[src/rtl/dmem_access_ctrl_if.sv]
// ============================================================================
// Module      : dmem_access_ctrl_if
// Description : Core request/response and RAM port bundle for dmem_access_ctrl.
// Revision    : 1.0 - initial release
// ============================================================================
`default_nettype none

interface dmem_access_ctrl_if #(
    parameter int ADDR_W = 12
);
    logic              req_valid;
    logic              req_ready;
    logic              req_write;
    logic [ADDR_W-1:0] req_addr;
    logic [31:0]       req_wdata;
    logic [1:0]        req_size;
    logic              req_signed;

    logic              rsp_valid;
    logic [31:0]       rsp_rdata;
    logic              rsp_err;

    logic              mem_en;
    logic              mem_we;
    logic [ADDR_W-3:0] mem_addr;
    logic [31:0]       mem_wdata;
    logic [31:0]       mem_rdata;

    modport slave (
        input  req_valid, req_write, req_addr, req_wdata, req_size, req_signed,
        input  mem_rdata,
        output req_ready, rsp_valid, rsp_rdata, rsp_err,
        output mem_en, mem_we, mem_addr, mem_wdata
    );

    modport master (
        output req_valid, req_write, req_addr, req_wdata, req_size, req_signed,
        output mem_rdata,
        input  req_ready, rsp_valid, rsp_rdata, rsp_err,
        input  mem_en, mem_we, mem_addr, mem_wdata
    );
endinterface

`default_nettype wire

[src/rtl/dmem_access_ctrl.sv]
// ============================================================================
// Module      : dmem_access_ctrl
// Description : Single-outstanding load/store responder for a word-wide RAM
//               without byte enables; sub-word stores use read-modify-write.
//               Optional: define DMEM_MISALIGN_TRAP_EN to fault misaligned
//               accesses instead of aligning them down.
// Revision    : 1.0 - initial release
// ============================================================================
`default_nettype none

module dmem_access_ctrl #(
    parameter int ADDR_W = 12
) (
    input  wire                 clk,
    input  wire                 rst_n,
    dmem_access_ctrl_if.slave   bus
);

    typedef enum logic [2:0] {
        S_IDLE  = 3'd0,
        S_READ  = 3'd1,
        S_WAIT  = 3'd2,
        S_WRITE = 3'd3,
        S_RESP  = 3'd4,
        S_ERR   = 3'd5
    } state_t;

    localparam logic [1:0] c_SZ_BYTE = 2'b00;
    localparam logic [1:0] c_SZ_HALF = 2'b01;
    localparam logic [1:0] c_SZ_WORD = 2'b10;
    localparam logic [1:0] c_SZ_ILL  = 2'b11;

    state_t            r_state;
    logic              r_write;
    logic [ADDR_W-1:0] r_addr;
    logic [31:0]       r_wdata;
    logic [1:0]        r_size;
    logic              r_signed;
    logic [31:0]       r_rdword;
    logic              r_rsp_valid;
    logic              r_rsp_err;
    logic [31:0]       r_rsp_rdata;

    logic              w_fault;

    function automatic logic [31:0] f_lane_extract(
        input logic [31:0] i_word,
        input logic [1:0]  i_lane,
        input logic [1:0]  i_size,
        input logic        i_sgn
    );
        logic [7:0]  w_b;
        logic [15:0] w_h;
        logic [31:0] w_res;
        case (i_lane)
            2'd0:    w_b = i_word[7:0];
            2'd1:    w_b = i_word[15:8];
            2'd2:    w_b = i_word[23:16];
            default: w_b = i_word[31:24];
        endcase
        w_h = i_lane[1] ? i_word[31:16] : i_word[15:0];
        case (i_size)
            c_SZ_BYTE: w_res = {{24{i_sgn & w_b[7]}}, w_b};
            c_SZ_HALF: w_res = {{16{i_sgn & w_h[15]}}, w_h};
            default:   w_res = i_word;
        endcase
        return w_res;
    endfunction

    function automatic logic [31:0] f_lane_merge(
        input logic [31:0] i_word,
        input logic [31:0] i_wdata,
        input logic [1:0]  i_lane,
        input logic [1:0]  i_size
    );
        logic [31:0] w_res;
        w_res = i_word;
        case (i_size)
            c_SZ_BYTE: begin
                case (i_lane)
                    2'd0:    w_res[7:0]   = i_wdata[7:0];
                    2'd1:    w_res[15:8]  = i_wdata[7:0];
                    2'd2:    w_res[23:16] = i_wdata[7:0];
                    default: w_res[31:24] = i_wdata[7:0];
                endcase
            end
            c_SZ_HALF: begin
                if (i_lane[1]) w_res[31:16] = i_wdata[15:0];
                else           w_res[15:0]  = i_wdata[15:0];
            end
            default: w_res = i_wdata;
        endcase
        return w_res;
    endfunction

`ifdef DMEM_MISALIGN_TRAP_EN
    logic w_misalign;
    assign w_misalign = ((bus.req_size == c_SZ_HALF) && bus.req_addr[0]) ||
                        ((bus.req_size == c_SZ_WORD) && (bus.req_addr[1:0] != 2'b00));
    assign w_fault    = (bus.req_size == c_SZ_ILL) || w_misalign;
`else
    // Misaligned accesses fall through: lane selection ignores the low bits
    // that would make them misaligned, which aligns them down for free.
    assign w_fault    = (bus.req_size == c_SZ_ILL);
`endif

    always_ff @(posedge clk) begin
        if (!rst_n) begin
            r_state     <= S_IDLE;
            r_write     <= 1'b0;
            r_addr      <= '0;
            r_wdata     <= '0;
            r_size      <= 2'b00;
            r_signed    <= 1'b0;
            r_rdword    <= '0;
            r_rsp_valid <= 1'b0;
            r_rsp_err   <= 1'b0;
            r_rsp_rdata <= '0;
        end else begin
            case (r_state)
                S_IDLE: begin
                    if (bus.req_valid) begin
                        r_write  <= bus.req_write;
                        r_addr   <= bus.req_addr;
                        r_wdata  <= bus.req_wdata;
                        r_size   <= bus.req_size;
                        r_signed <= bus.req_signed;
                        if (w_fault) begin
                            r_state     <= S_ERR;
                            r_rsp_valid <= 1'b1;
                            r_rsp_err   <= 1'b1;
                            r_rsp_rdata <= '0;
                        end else if (bus.req_write && (bus.req_size == c_SZ_WORD)) begin
                            r_state <= S_WRITE;
                        end else begin
                            r_state <= S_READ;
                        end
                    end
                end
                S_READ: begin
                    r_state <= S_WAIT;
                end
                S_WAIT: begin
                    r_rdword <= bus.mem_rdata;
                    if (r_write) begin
                        r_state <= S_WRITE;
                    end else begin
                        r_state     <= S_RESP;
                        r_rsp_valid <= 1'b1;
                        r_rsp_err   <= 1'b0;
                        r_rsp_rdata <= f_lane_extract(bus.mem_rdata, r_addr[1:0], r_size, r_signed);
                    end
                end
                S_WRITE: begin
                    r_state     <= S_RESP;
                    r_rsp_valid <= 1'b1;
                    r_rsp_err   <= 1'b0;
                    r_rsp_rdata <= '0;
                end
                S_RESP, S_ERR: begin
                    r_state     <= S_IDLE;
                    r_rsp_valid <= 1'b0;
                    r_rsp_err   <= 1'b0;
                end
                default: begin
                    r_state     <= S_IDLE;
                    r_rsp_valid <= 1'b0;
                    r_rsp_err   <= 1'b0;
                end
            endcase
        end
    end

    // RAM strobes are gated by rst_n so a reset mid-operation cannot write.
    assign bus.mem_en    = rst_n && ((r_state == S_READ) || (r_state == S_WRITE));
    assign bus.mem_we    = rst_n && (r_state == S_WRITE);
    assign bus.mem_addr  = r_addr[ADDR_W-1:2];
    assign bus.mem_wdata = f_lane_merge(r_rdword, r_wdata, r_addr[1:0], r_size);

    assign bus.req_ready = (r_state == S_IDLE);
    assign bus.rsp_valid = r_rsp_valid;
    assign bus.rsp_err   = r_rsp_err;
    assign bus.rsp_rdata = r_rsp_rdata;

endmodule

`default_nettype wire

[src/flat_wrapper.sv]
// flat-port wrapper written by rule: the top's interface ports become plain ports
module dmem_access_ctrl_flat 
#(
    parameter int ADDR_W = 12
)
  (clk, rst_n, bus_req_valid, bus_req_write, bus_req_addr, bus_req_wdata, bus_req_size, bus_req_signed, bus_mem_rdata, bus_req_ready, bus_rsp_valid, bus_rsp_rdata, bus_rsp_err, bus_mem_en, bus_mem_we, bus_mem_addr, bus_mem_wdata);
  dmem_access_ctrl_if #(.ADDR_W(ADDR_W)) bus_i ();
  input  wire clk;
  input  wire rst_n;
  input wire logic [$bits(bus_i.req_valid)-1:0] bus_req_valid;
  input wire logic [$bits(bus_i.req_write)-1:0] bus_req_write;
  input wire logic [$bits(bus_i.req_addr)-1:0] bus_req_addr;
  input wire logic [$bits(bus_i.req_wdata)-1:0] bus_req_wdata;
  input wire logic [$bits(bus_i.req_size)-1:0] bus_req_size;
  input wire logic [$bits(bus_i.req_signed)-1:0] bus_req_signed;
  input wire logic [$bits(bus_i.mem_rdata)-1:0] bus_mem_rdata;
  output wire logic [$bits(bus_i.req_ready)-1:0] bus_req_ready;
  output wire logic [$bits(bus_i.rsp_valid)-1:0] bus_rsp_valid;
  output wire logic [$bits(bus_i.rsp_rdata)-1:0] bus_rsp_rdata;
  output wire logic [$bits(bus_i.rsp_err)-1:0] bus_rsp_err;
  output wire logic [$bits(bus_i.mem_en)-1:0] bus_mem_en;
  output wire logic [$bits(bus_i.mem_we)-1:0] bus_mem_we;
  output wire logic [$bits(bus_i.mem_addr)-1:0] bus_mem_addr;
  output wire logic [$bits(bus_i.mem_wdata)-1:0] bus_mem_wdata;
  assign bus_i.req_valid = bus_req_valid;
  assign bus_i.req_write = bus_req_write;
  assign bus_i.req_addr = bus_req_addr;
  assign bus_i.req_wdata = bus_req_wdata;
  assign bus_i.req_size = bus_req_size;
  assign bus_i.req_signed = bus_req_signed;
  assign bus_i.mem_rdata = bus_mem_rdata;
  assign bus_req_ready = bus_i.req_ready;
  assign bus_rsp_valid = bus_i.rsp_valid;
  assign bus_rsp_rdata = bus_i.rsp_rdata;
  assign bus_rsp_err = bus_i.rsp_err;
  assign bus_mem_en = bus_i.mem_en;
  assign bus_mem_we = bus_i.mem_we;
  assign bus_mem_addr = bus_i.mem_addr;
  assign bus_mem_wdata = bus_i.mem_wdata;
  dmem_access_ctrl #(.ADDR_W(ADDR_W)) u_core (.clk(clk), .rst_n(rst_n), .bus(bus_i));
endmodule
[config.mk]
export PLATFORM = sky130hd
export DESIGN_NAME = dmem_access_ctrl_flat
export DESIGN_NICKNAME = d
export VERILOG_FILES = /design/src/rtl/dmem_access_ctrl_if.sv /design/src/rtl/dmem_access_ctrl.sv /design/src/flat_wrapper.sv
export SDC_FILE = /design/constraint.sdc
export NUM_CORES = 1
export LEC_CHECK = 0
export BUFFER_PORTS_ARGS = -buffer_cell sky130_fd_sc_hd__buf_2
export CAP_MARGIN = 10
export CORE_ASPECT_RATIO = 1.75
export CORE_MARGIN = 2
export CORE_UTILIZATION = 55
export DETAILED_ROUTE_END_ITERATION = 8
export GPL_TIMING_DRIVEN = 0
export HOLD_SLACK_MARGIN = 0.12
export PLACE_DENSITY_LB_ADDON = 0.2
export SLEW_MARGIN = 20
export SYNTH_ARGS = -nofsm -noshare
export SYNTH_HDL_FRONTEND = slang
export SYNTH_SLANG_ARGS = --single-unit
[constraint.sdc]
create_clock -name clk -period 3.5 [get_ports clk]
set_clock_uncertainty 0.2 [all_clocks]
set_input_delay 0.175 -clock clk [delete_from_list [all_inputs] [get_ports clk]]
set_output_delay 0.175 -clock clk [all_outputs]
set_load 0.02 [all_outputs]
==> metrics.csv, run 1 <==
stage,metric,value,unit
placed_design,PortBufs,161,
layout,Layout Cell Area excl Fill,7930,um2
synth,syn nets,739,
layout,# diodes,0,
setup_path,critical path peak fanout,10,
layout,share of cells above drive strength 1,26.7,%
layout,Area Overhead vs Synth,44.3,%
synth,Seq cells post-synth,117,
setup_path,Worst Setup Path Type,reg2out,
timing,Slew Limit Fails,0,
placed_design,DPL Wire Length,13800,um
power,Power per Cell Area,526,nW/um2
setup_path,crit path launch type,register,
synth,Main synth FF type,dfxtp_1,
die,IO Pins,162,
die,Starting Density,56.1,%
clock_network,CTS buffer count,17,
clock_network,CTS Sinks,117,
detailed_routing,WL/cell,20.1,um
setup_path,Critical Path Max Stage Delay,0.54,ns
setup_path,Slowest cell on crit path,a21oi_1,
global_routing,Total GRT Usage,39.9,%
clock_network,post_cts resized,0,
timing,Final Setup Violations,0,
timing,final worst path period share,81.9,%
placed_design,Area after DPL,6460,um2
synth,post-synthesis compound-gate area fraction,27.1,%
detailed_routing,Antenna Violating Nets Remaining,0,
synth,yosys warns,0,
die,DIE AREA,10800,um2
timing,f_max,349,MHz
timing,unrepaired setup endpoints after global routing,false,
synth,Synth area leaders,"dfxtp_1 43%, nand2_1 12%, a21boi_0 7.4%",
synth,Post-synth EDFFs,0,
placed_design,RD Place Congestion,0.952,
run,max cap viols,0,
die,row cnt,48,
synth,most frequent cell after synthesis,nand2_1,
worst_hold_path,hold path depth,2,
synth,Adder-Cell Fraction of Synth Area,0,%
clock_network,Skew-Pair Late Insertion Delay,0.41,ns
detailed_routing,post-DR vias/cell,5.87,
detailed_routing,Remaining DRCs,0,
global_routing,grt ovf,0,
global_routing,vias in the first global route,6435,
die,DIE WIDTH,79.6,um
detailed_routing,Initial DRC Count,510,
synth,Synth async-reset ratio,0,%
synth,cell taking the most area after synthesis,dfxtp_1,
synth,synth unique cells,44,
clock_network,Worst-path clk slew,0.05,ns
synth,Post-Synth XOR/XNOR Area,0,%
clock_network,CTS root buffer,clkbuf_16,
timing,setup TNS,0,ns
synth,main combinational cell family by area after synthesis,compound AO/OA/AOI/OAI gates,
setup_path,CP required,3.12,ns
global_routing,initial antenna violation count,0,
timing,Final Hold Viols,0,
die,core area,9790,um2
synth,multiplexer area fraction after synthesis,5.49,%
setup_path,Reg2Reg Depth,5,
synth,synthesized instance count,656,
global_routing,first-pass GRT wire length,32700,um
synth,synthesized area,5500,um2
clock_network,# H-tree levels,4,
detailed_routing,DR pass1 iterations,7,
setup_path,crit path DAT,2.49,ns
status,status,"finished, final reports clean",
detailed_routing,Total Wirelength,21200,um
synth,share of the synthesized area in the top cell type,42.6,%
die,Vert. Die Dim,136,um
global_routing,largest net degree at the start of global routing,17,
synth,post-synthesis simple-gate area fraction,18.4,%
power,Leak,3.38,nW
layout,nets@finish,1002,
clock_network,TritonCTS clock tree,built,
synth,"Avg Cell Area, Syn",8.38,um2
synth,register area share after synthesis,42.6,%
synth,Post-synth top cells,"178 x nand2_1, 117 x dfxtp_1, 54 x a21boi_0",
clock_network,Max clock buf depth,2,
detailed_routing,vias,6203,
timing,Slew @ Worst Pin,0.728,ns
setup_path,Worst Setup End Kind,primary output,
setup_path,critical-path cell list,"clkbuf_1, inv_1, clkbuf_1, a21oi_1, nor2_1, a21oi_1, buf_2",
power,maximum vdd drop,0.000467,V
timing,Tmin final,2.87,ns
worst_hold_path,Hold Path Class,reg2reg,
timing,Slew headroom,51.1,%
## report_power, final
part	internal (W)	switching [W]
clock network	0.00122	0.000653
registers	0.00141	0.0000708
logic	0.000324	0.000489
total	0.00295	0.00121
## state kept, by name, summed over array words and instances, names as in the netlist, 2 cells and up
name	flops
u_core.bus.rsp_rdata	32
u_core.r_addr	12
u_core.r_rdword	32
u_core.r_state	3
u_core.r_wdata	32
u_core.r_size	2
## kinds of logic (layout without fill, tap and decap cells)
group	after synthesis	count (layout)
AND/OR/NAND/NOR	236	236
AO/OA/AOI/OAI	207	207
flip-flops	117	117
buffers and inverters	69	345
multiplexers	27	27
## per-layer routing
layer / global-route usage, % / share of wire, % / wire length, um / vias up
met3: 8.96 / 6.7 / 1420 / 114
li1: - / - / - / 2824
met4: 28.7 / 7.8 / 1650 / 0
met1: 39.1 / 34 / 7110 / 2886
met5: 0 / 0 / 0 / -
met2: 71.7 / 52 / 11000 / 379
## critical path, delay by kind of cell (launching register included)
kind / cells / cell delay, ns
AO/OA/AOI/OAI: 2 / 0.76
buffers and inverters: 4 / 0.88
flip-flops: 1 / 0.31
AND/OR/NAND/NOR: 1 / 0.13
## timing repair
action / CTS / global route
hold endpoints to repair: 116 / 0
hold buffers: 83 / 0
buffers inserted: 0 / 0
setup endpoints to repair: 0 / 0
## cells in the final DEF, fill, tap and decap left out, types with 4 or more instances in the layout
cell type / count
nand2_1: 178
a21boi_1: 26
a21boi_0: 54
clkbuf_16: 17
a31oi_1: 7
nor2_1: 14
dlygate4sd3_1: 83
o22ai_1: 9
inv_1: 6
or3_1: 22
mux2_2: 15
mux2i_1: 11
a21oi_1: 20
o2bb2ai_1: 15
a221o_1: 16
o21ai_0: 33
buf_4: 17
a22oi_1: 8
dfxtp_1: 117
buf_2: 173
nor3_1: 6
a22o_1: 9
clkbuf_1: 28
bufinv_16: 4
## final cells by class
cell class / instances / area (um2)
Timing Repair Buffer: 244 / 1640
Inverter: 8 / 30.0
Clock buffer: 18 / 439
Tap cell: 125 / 156
Clock inverter: 14 / 200
Sequential cell: 117 / 2340
Fill cell: 594 / 1860
Multi-Input combinational cell: 470 / 2800
Buffer: 61 / 323
## path summary, 6_finish.rpt
check	start	to	slack (ns)
worst max-delay path	u_core.r_addr[1]	bus_mem_wdata[10]	0.63
worst min-delay path	u_core.bus.rsp_valid	u_core.bus.rsp_valid	0.25
worst min register to register	u_core.bus.rsp_valid	u_core.bus.rsp_valid	0.25
worst max register to register	u_core.r_state[1]	u_core.bus.rsp_rdata[21]	1.31
## stage by stage
step / worst slack (ns) / hold slack [ns] / std cells / utilization (%) / power [W]
floorplan: 1.43 / 0.110 / 656 / - / 0.00194
global placement: 1.19 / 0.215 / 942 / 66.0 / 0.00219
detailed placement: 1.17 / 0.221 / 942 / 66.0 / 0.00221
CTS: 0.724 / 0.260 / 1057 / 81.0 / 0.00413
global route: 0.482 / 0.280 / 1057 / 81.0 / 0.00430
finish: 0.633 / 0.254 / 1057 / 81.0 / 0.00417
(Power assumes the default switching activity.)
==> run 2: changes to the inputs <==
--- a/config.mk
+++ b/config.mk
@@ -5,11 +5,12 @@
 export SDC_FILE = /design/constraint.sdc
 export NUM_CORES = 1
 export LEC_CHECK = 0
+export ABC_AREA = 1
 export BUFFER_PORTS_ARGS = -buffer_cell sky130_fd_sc_hd__buf_2
 export CAP_MARGIN = 10
 export CORE_ASPECT_RATIO = 1.75
 export CORE_MARGIN = 2
-export CORE_UTILIZATION = 55
+export CORE_UTILIZATION = 47
 export DETAILED_ROUTE_END_ITERATION = 8
 export GPL_TIMING_DRIVEN = 0
 export HOLD_SLACK_MARGIN = 0.12
==> constraint.sdc (replaced) <==
create_clock -name clk -period 2.55 [get_ports clk]
set_clock_uncertainty 0.2 [all_clocks]
set_input_delay 0.1275 -clock clk [delete_from_list [all_inputs] [get_ports clk]]
set_output_delay 0.1275 -clock clk [all_outputs]
set_load 0.02 [all_outputs]
==> run 2 against run 1 <==
Compared with the run above:
- flip-flop and latch count unchanged
- setup slack worse by 0.54 ns
- core utilization down 11 points
- synthesized cell count up 24%
- critical path depth unchanged
- clock power up 21%
- largest power group is now combinational cells
- first-iteration DRC count down 19%
- critical path type unchanged
- critical endpoint is now bus_mem_wdata[16]
==> metrics.csv, run 2 <==
stage,metric,value,unit
detailed_routing,met2 wire len,10600,um
timing,Final Setup Violations,0,
synth,"Avg Cell Area, Syn",7.03,um2
layout,Area Overhead vs Synth,44.9,%
synth,Synth async-reset ratio,0,%
synth,cell taking the most area after synthesis,dfxtp_1,
setup_path,crit path launch type,register,
power,Gate power share,46.5,%
synth,share of the synthesized area in the top cell type,40.8,%
timing,final worst path period share,96.4,%
setup_path,"setup slack, reg-to-reg",0.18,ns
layout,Layout fillers,997,
timing,f_max,407,MHz
power,Psw,0.00378,W
clock_network,Max clock buf depth,2,
run,max cap viols,0,
setup_path,critical path peak fanout,10,
synth,Synth area leaders,"dfxtp_1 41%, a21oi_1 13%, nand2_1 11%",
detailed_routing,Antenna Violating Nets Remaining,0,
synth,syn nets,899,
die,core area,11900,um2
synth,yosys warns,0,
synth,most frequent cell after synthesis,nand2_1,
timing,setup TNS,0,ns
timing,Final Hold Viols,0,
global_routing,vias in the first global route,6768,
synth,synthesized area,5740,um2
worst_hold_path,Hold Path Class,in2reg,
global_routing,first-pass GRT wire length,33000,um
clock_network,Skew-Pair Late Insertion Delay,0.41,ns
global_routing,grt ovf,0,
die,DIE WIDTH,87.5,um
synth,Main synth FF type,dfxtp_1,
clock_network,TritonCTS clock tree,built,
detailed_routing,DR pass1 iterations,6,
power,Int Pwr,0.00514,W
detailed_routing,Remaining DRCs,0,
detailed_routing,Total Wirelength,21100,um
timing,unrepaired setup endpoints after global routing,false,
power,switch share,42.3,%
clock_network,CTS root buffer,clkbuf_16,
clock_network,CTS buffer count,17,
clock_network,Worst-path clk slew,0.05,ns
placed_design,PortBufs,160,
detailed_routing,Met3 Routed Length,1120,um
detailed_routing,Initial DRC Count,415,
layout,"commonest cells after routing, fill and taps aside","172 x buf_2, 166 x nand2_1, 151 x a21oi_1, 116 x dfxtp_1, 104 x dlygate4sd3_1",
global_routing,largest net degree at the start of global routing,17,
timing,Slew Limit Fails,0,
layout,# diodes,0,
die,row cnt,53,
layout,share of cells above drive strength 1,22.6,%
timing,Tmin final,2.46,ns
power,clock share of power,25.4,%
placed_design,RD Place Congestion,0.941,
setup_path,CP required,2.22,ns
timing,worst hold slack,0.234,ns
detailed_routing,vias,6778,
setup_path,Worst Setup Path Type,reg2out,
clock_network,Post-CTS Setup Bufs,0,
setup_path,Reg2Reg Depth,7,
power,sequential share of power,28.2,%
layout,nets@finish,1182,
synth,register area share after synthesis,40.8,%
detailed_routing,WL/cell,16.9,um
layout,"commonest non-fill, non-tap cell in the layout",buf_2,
setup_path,Worst Setup End Kind,primary output,
power,Power per Cell Area,1070,nW/um2
setup_path,crit path DAT,2.13,ns
timing,Slew @ Worst Pin,0.659,ns
placed_design,DPL Wire Length,15300,um
setup_path,R2R Path End,u_core.r_rdword[20],
setup_path,Critical Path Source,u_core.r_addr[0],
synth,synth unique cells,32,
synth,Seq cells post-synth,117,
detailed_routing,highest routed layer,met4,
die,DIE AREA,13100,um2
synth,synthesized instance count,816,
clock_network,# H-tree levels,4,
timing,Slew headroom,56.1,%
global_routing,initial antenna violation count,0,
die,Vert. Die Dim,150,um
setup_path,CP Capture Point,bus_mem_wdata[16],
die,Starting Density,48.1,%
status,status,"finished, final reports clean",
clock_network,CTS Sinks,117,
global_routing,Total GRT Usage,32.8,%
detailed_routing,post-DR vias/cell,5.45,
power,maximum vdd drop,0.000607,V
power,Leak,3.67,nW
setup_path,reg2reg start,u_core.r_state[1],
synth,Post-synth top cells,"167 x nand2_1, 151 x a21oi_1, 117 x dfxtp_1",
synth,Post-synth EDFFs,0,
detailed_routing,Met1 Routed Length,7650,um
die,IO Pins,162,
## run 2: worst min path at each step
stage	start	to	slack, ns	cells after the start
3_3_place_gp	bus_req_addr[2]	u_core.r_addr[2]	0.20	3
5_1_grt	bus_req_valid	u_core.r_state[0]	0.26	4
6_report	bus_req_valid	u_core.r_addr[11]	0.23	4
2_1_floorplan	bus_mem_rdata[7]	u_core.r_rdword[7]	0.07	2
4_1_cts	bus_req_valid	u_core.r_addr[5]	0.21	4
3_5_place_dp	bus_req_addr[10]	u_core.r_addr[10]	0.21	3
## run 2: metal layers
layer / GRT usage (%) / up-vias
li1: - / 3306
met1: 33.3 / 3059
met2: 57.1 / 315
met3: 6.91 / 98
met4: 24.8 / 0
met5: 0 / -
## run 2: layout make-up
cell class | count | area, um2 | share of cell area, %
tap | 137 | 171 | 2.06
inverter | 75 | 284 | 3.41
timing repair buffer | 264 | 1840 | 22.1
clock inverter | 6 | 80.1 | 0.963
sequential | 117 | 2340 | 28.2
buffer | 66 | 374 | 4.50
clock buffer | 21 | 470 | 5.66
multi-input combinational | 558 | 2750 | 33.1
## run 2: power by group through the flow
| stage | logic, W | clock network (W) | registers, W |
|---|---|---|---|
| 3_5_place_dp | 0.00388 | 0 | 0.00253 |
| 2_1_floorplan | 0.00270 | 0 | 0.00250 |
| 6_report | 0.00415 | 0.00226 | 0.00251 |
| 5_1_grt | 0.00454 | 0.00236 | 0.00255 |
| 4_1_cts | 0.00408 | 0.00228 | 0.00250 |
| 3_3_place_gp | 0.00385 | 0 | 0.00253 |
## run 2: logic make-up (layout without fill, tap and decap cells)
family                 Yosys count  after routing  share of synthesized area, %
buffers and inverters          141            432                          11.4
AO/OA/AOI/OAI                  282            282                          26.6
AND/OR/NAND/NOR                276            276                          21.3
flip-flops                     117            117                          40.8
## run 2: stage by stage
step	utilization [%]	cell area [um2]	setup WS (ns)	instances	power, W
finish	69.7	8320	0.0926	1244	0.00892
global route	69.7	8320	0.0112	1244	0.00945
CTS	69.6	8300	0.00815	1244	0.00886
detailed placement	56.2	6710	0.446	1113	0.00641
global placement	56.2	6710	0.443	1113	0.00637
floorplan	-	5740	0.756	816	0.00519
## run 2: repair_timing
action / CTS / global route
setup endpoints to repair: 0 / 16
hold buffers: 104 / 0
endpoints found under the hold margin: 116 / 0
resized for setup: 0 / 9
## run 2: worst max-delay path: stages, from the launching register on
cell and delay [ns]:
dfxtp_1 0.30, buf_2 0.22, inv_1 0.08, nand2_1 0.21, clkbuf_2 0.26, o21ai_0 0.09
o21ai_0 0.31, buf_2 0.24
==> run 3: changes to the inputs <==
--- a/config.mk
+++ b/config.mk
@@ -10,7 +10,7 @@
 export CAP_MARGIN = 10
 export CORE_ASPECT_RATIO = 1.75
 export CORE_MARGIN = 2
-export CORE_UTILIZATION = 47
+export CORE_UTILIZATION = 39
 export DETAILED_ROUTE_END_ITERATION = 8
 export GPL_TIMING_DRIVEN = 0
 export HOLD_SLACK_MARGIN = 0.12
==> run 3 against run 2 <==
Compared with the run above:
- total power up 2.1%
- largest power group unchanged
- clock power up 11%
- global-route usage down 5.1 points
- via count down 3.1%
- combinational power down 2%
- critical path depth down 1
- clock-buffer cell count unchanged
- first-iteration DRC count down 20%
- non-clock buffer count down 12
- sequential power about the same
- fmax down 0.22%
==> metrics.csv, run 3 (synthesized netlist as in run 2, its figures left out) <==
stage,metric,value,unit
die,IO Pins,162,
clock_network,TritonCTS clock tree,built,
clock_network,CTS buffer count,17,
setup_path,critical-path cell list,"buf_6, nor2_2, nand2_1, buf_2, o2111ai_1, buf_2",
power,sequential share of power,27.8,%
timing,setup TNS,0,ns
worst_hold_path,hold wc startpoint,bus_req_valid,
power,Leak,3.61,nW
die,Vert. Die Dim,164,um
layout,# diodes,0,
clock_network,Worst-path clk slew,0.06,ns
die,Starting Density,40.0,%
placed_design,PortBufs,160,
timing,f_max,406,MHz
setup_path,Slowest cell on crit path,o2111ai_1,
die,DIE WIDTH,95.7,um
setup_path,Critical Path Max Stage Delay,0.31,ns
setup_path,crit path launch type,register,
status,status,"finished, final reports clean",
timing,Tmin final,2.46,ns
setup_path,R2R Path End,u_core.r_rdword[4],
setup_path,crit-path leading delay family,buffers and inverters,
power,Power per Cell Area,1100,nW/um2
setup_path,reg2reg start,u_core.r_state[1],
layout,"commonest non-fill, non-tap cell in the layout",buf_2,
timing,Final Setup Violations,0,
clock_network,Post-CTS Setup Bufs,0,
placed_design,DPL Wire Length,16100,um
die,DIE AREA,15700,um2
setup_path,cell mode on critical path,buf_2,
worst_hold_path,"Endpoint, Worst Hold",u_core.r_wdata[21],
layout,Area Overhead vs Synth,44.9,%
setup_path,critical path peak fanout,10,
setup_path,Worst Setup End Kind,primary output,
setup_path,crit path DAT,2.14,ns
setup_path,"setup slack, reg-to-reg",0.25,ns
die,core area,14400,um2
detailed_routing,vias,6568,
detailed_routing,WL/cell,16.8,um
layout,share of cells above drive strength 1,23.1,%
global_routing,Total GRT Usage,27.7,%
power,maximum vdd drop,0.000503,V
detailed_routing,Initial DRC Count,333,
power,Int Pwr,0.00523,W
power,clock share of power,27.4,%
global_routing,first-pass GRT wire length,32800,um
layout,final core occ,57.9,%
timing,Final Hold Viols,0,
clock_network,CTS root buffer,clkbuf_16,
power,power after layout,0.00911,W
placed_design,pre-CTS WS,0.478,ns
setup_path,CP bufs+invs,3,
timing,final worst path period share,96.6,%
setup_path,CP required,2.22,ns
clock_network,# H-tree levels,4,
clock_network,Skew-Pair Late Insertion Delay,0.42,ns
timing,Slew @ Worst Pin,0.605,ns
setup_path,Worst Setup Path Type,reg2out,
power,switch share,42.6,%
detailed_routing,Remaining DRCs,0,
global_routing,largest net degree at the start of global routing,17,
placed_design,RD Place Congestion,0.933,
global_routing,grt ovf,0,
global_routing,initial antenna violation count,0,
clock_network,Max clock buf depth,2,
setup_path,Reg2Reg Depth,7,
layout,"commonest cells after routing, fill and taps aside","172 x buf_2, 166 x nand2_1, 151 x a21oi_1, 116 x dfxtp_1, 95 x o21ai_0",
power,Gate power share,44.8,%
worst_hold_path,Hold Path Class,in2reg,
detailed_routing,post-DR vias/cell,5.13,
detailed_routing,Total Wirelength,21500,um
layout,Layout Cell Area excl Fill,8320,um2
timing,unrepaired setup endpoints after global routing,false,
timing,final worst setup slack,0.0872,ns
placed_design,Area after DPL,6770,um2
detailed_routing,DR pass1 iterations,5,
global_routing,vias in the first global route,6442,
timing,Slew headroom,59.6,%
clock_network,CTS Sinks,117,
layout,Layout fillers,1400,
run,max cap viols,0,
timing,Slew Limit Fails,0,
power,Psw,0.00388,W
die,row cnt,58,
detailed_routing,Antenna Violating Nets Remaining,0,
worst_hold_path,hold path depth,4,
layout,nets@finish,1170,
[run 3: through the flow]
step | hold slack (ns) | std cells
floorplan | 0.0706 | 816
global placement | 0.206 | 1156
detailed placement | 0.208 | 1156
CTS | 0.172 | 1280
global route | 0.238 | 1280
finish | 0.169 | 1280
[run 3: repair_timing]
| item | CTS | global route |
|---|---|---|
| gates resized for setup | 0 | 5 |
| hold endpoints to repair | 116 | 0 |
| hold buffers | 92 | 0 |
| endpoints found under the setup margin | 0 | 12 |
[run 3: worst reg2reg max path: stages, from the launching register on]
cell and delay, ns:
dfxtp_1 0.35, inv_1 0.10, nor3_4 0.30, inv_1 0.19
clkbuf_1 0.23, o21ai_0 0.16, dlygate4sd3_1 0.58, a21oi_1 0.05
[run 3: power groups by stage]
| stage | sequential [W] | clock [W] | combinational [W] |
|---|---|---|---|
| CTS | 0.00252 | 0.00252 | 0.00406 |
| global placement | 0.00255 | 0 | 0.00387 |
| global route | 0.00256 | 0.00260 | 0.00447 |
| detailed placement | 0.00256 | 0 | 0.00390 |
| floorplan | 0.00250 | 0 | 0.00270 |
| finish | 0.00253 | 0.00250 | 0.00408 |
[run 3: metal layers]
metal / global-route usage, % / vias to the layer above / part of all wire, %
met1: 29.6 / 2955 / 38
met3: 4.01 / 78 / 4.7
met4: 18.6 / 0 / 6.7
li1: - / 3272 / -
met2: 49.2 / 263 / 51
met5: 0 / - / 0
[run 3: worst max-delay path by stage]
stage | from | end | slack, ns | depth (start not counted)
2_1_floorplan | u_core.r_addr[0] | bus_mem_wdata[16] | 0.76 | 6
3_3_place_gp | u_core.r_addr[0] | bus_mem_wdata[17] | 0.47 | 7
3_5_place_dp | u_core.r_size[0] | bus_mem_wdata[21] | 0.48 | 6
4_1_cts | u_core.r_size[0] | bus_mem_wdata[21] | 0.03 | 6
5_1_grt | u_core.r_addr[1] | bus_mem_wdata[22] | 0.03 | 8
6_report | u_core.r_size[1] | bus_mem_wdata[21] | 0.09 | 6
[run 3: final cells by class]
class                           count  area [um2]  area share (%)
Inverter                           75         284            3.42
Sequential cell                   117        2340            28.2
Buffer                             66         373            4.48
Clock inverter                     11         150            1.81
Multi-Input combinational cell    558        2750            33.0
Tap cell                          180         225            2.71
Clock buffer                       21         470            5.66
Timing Repair Buffer              252        1720            20.7
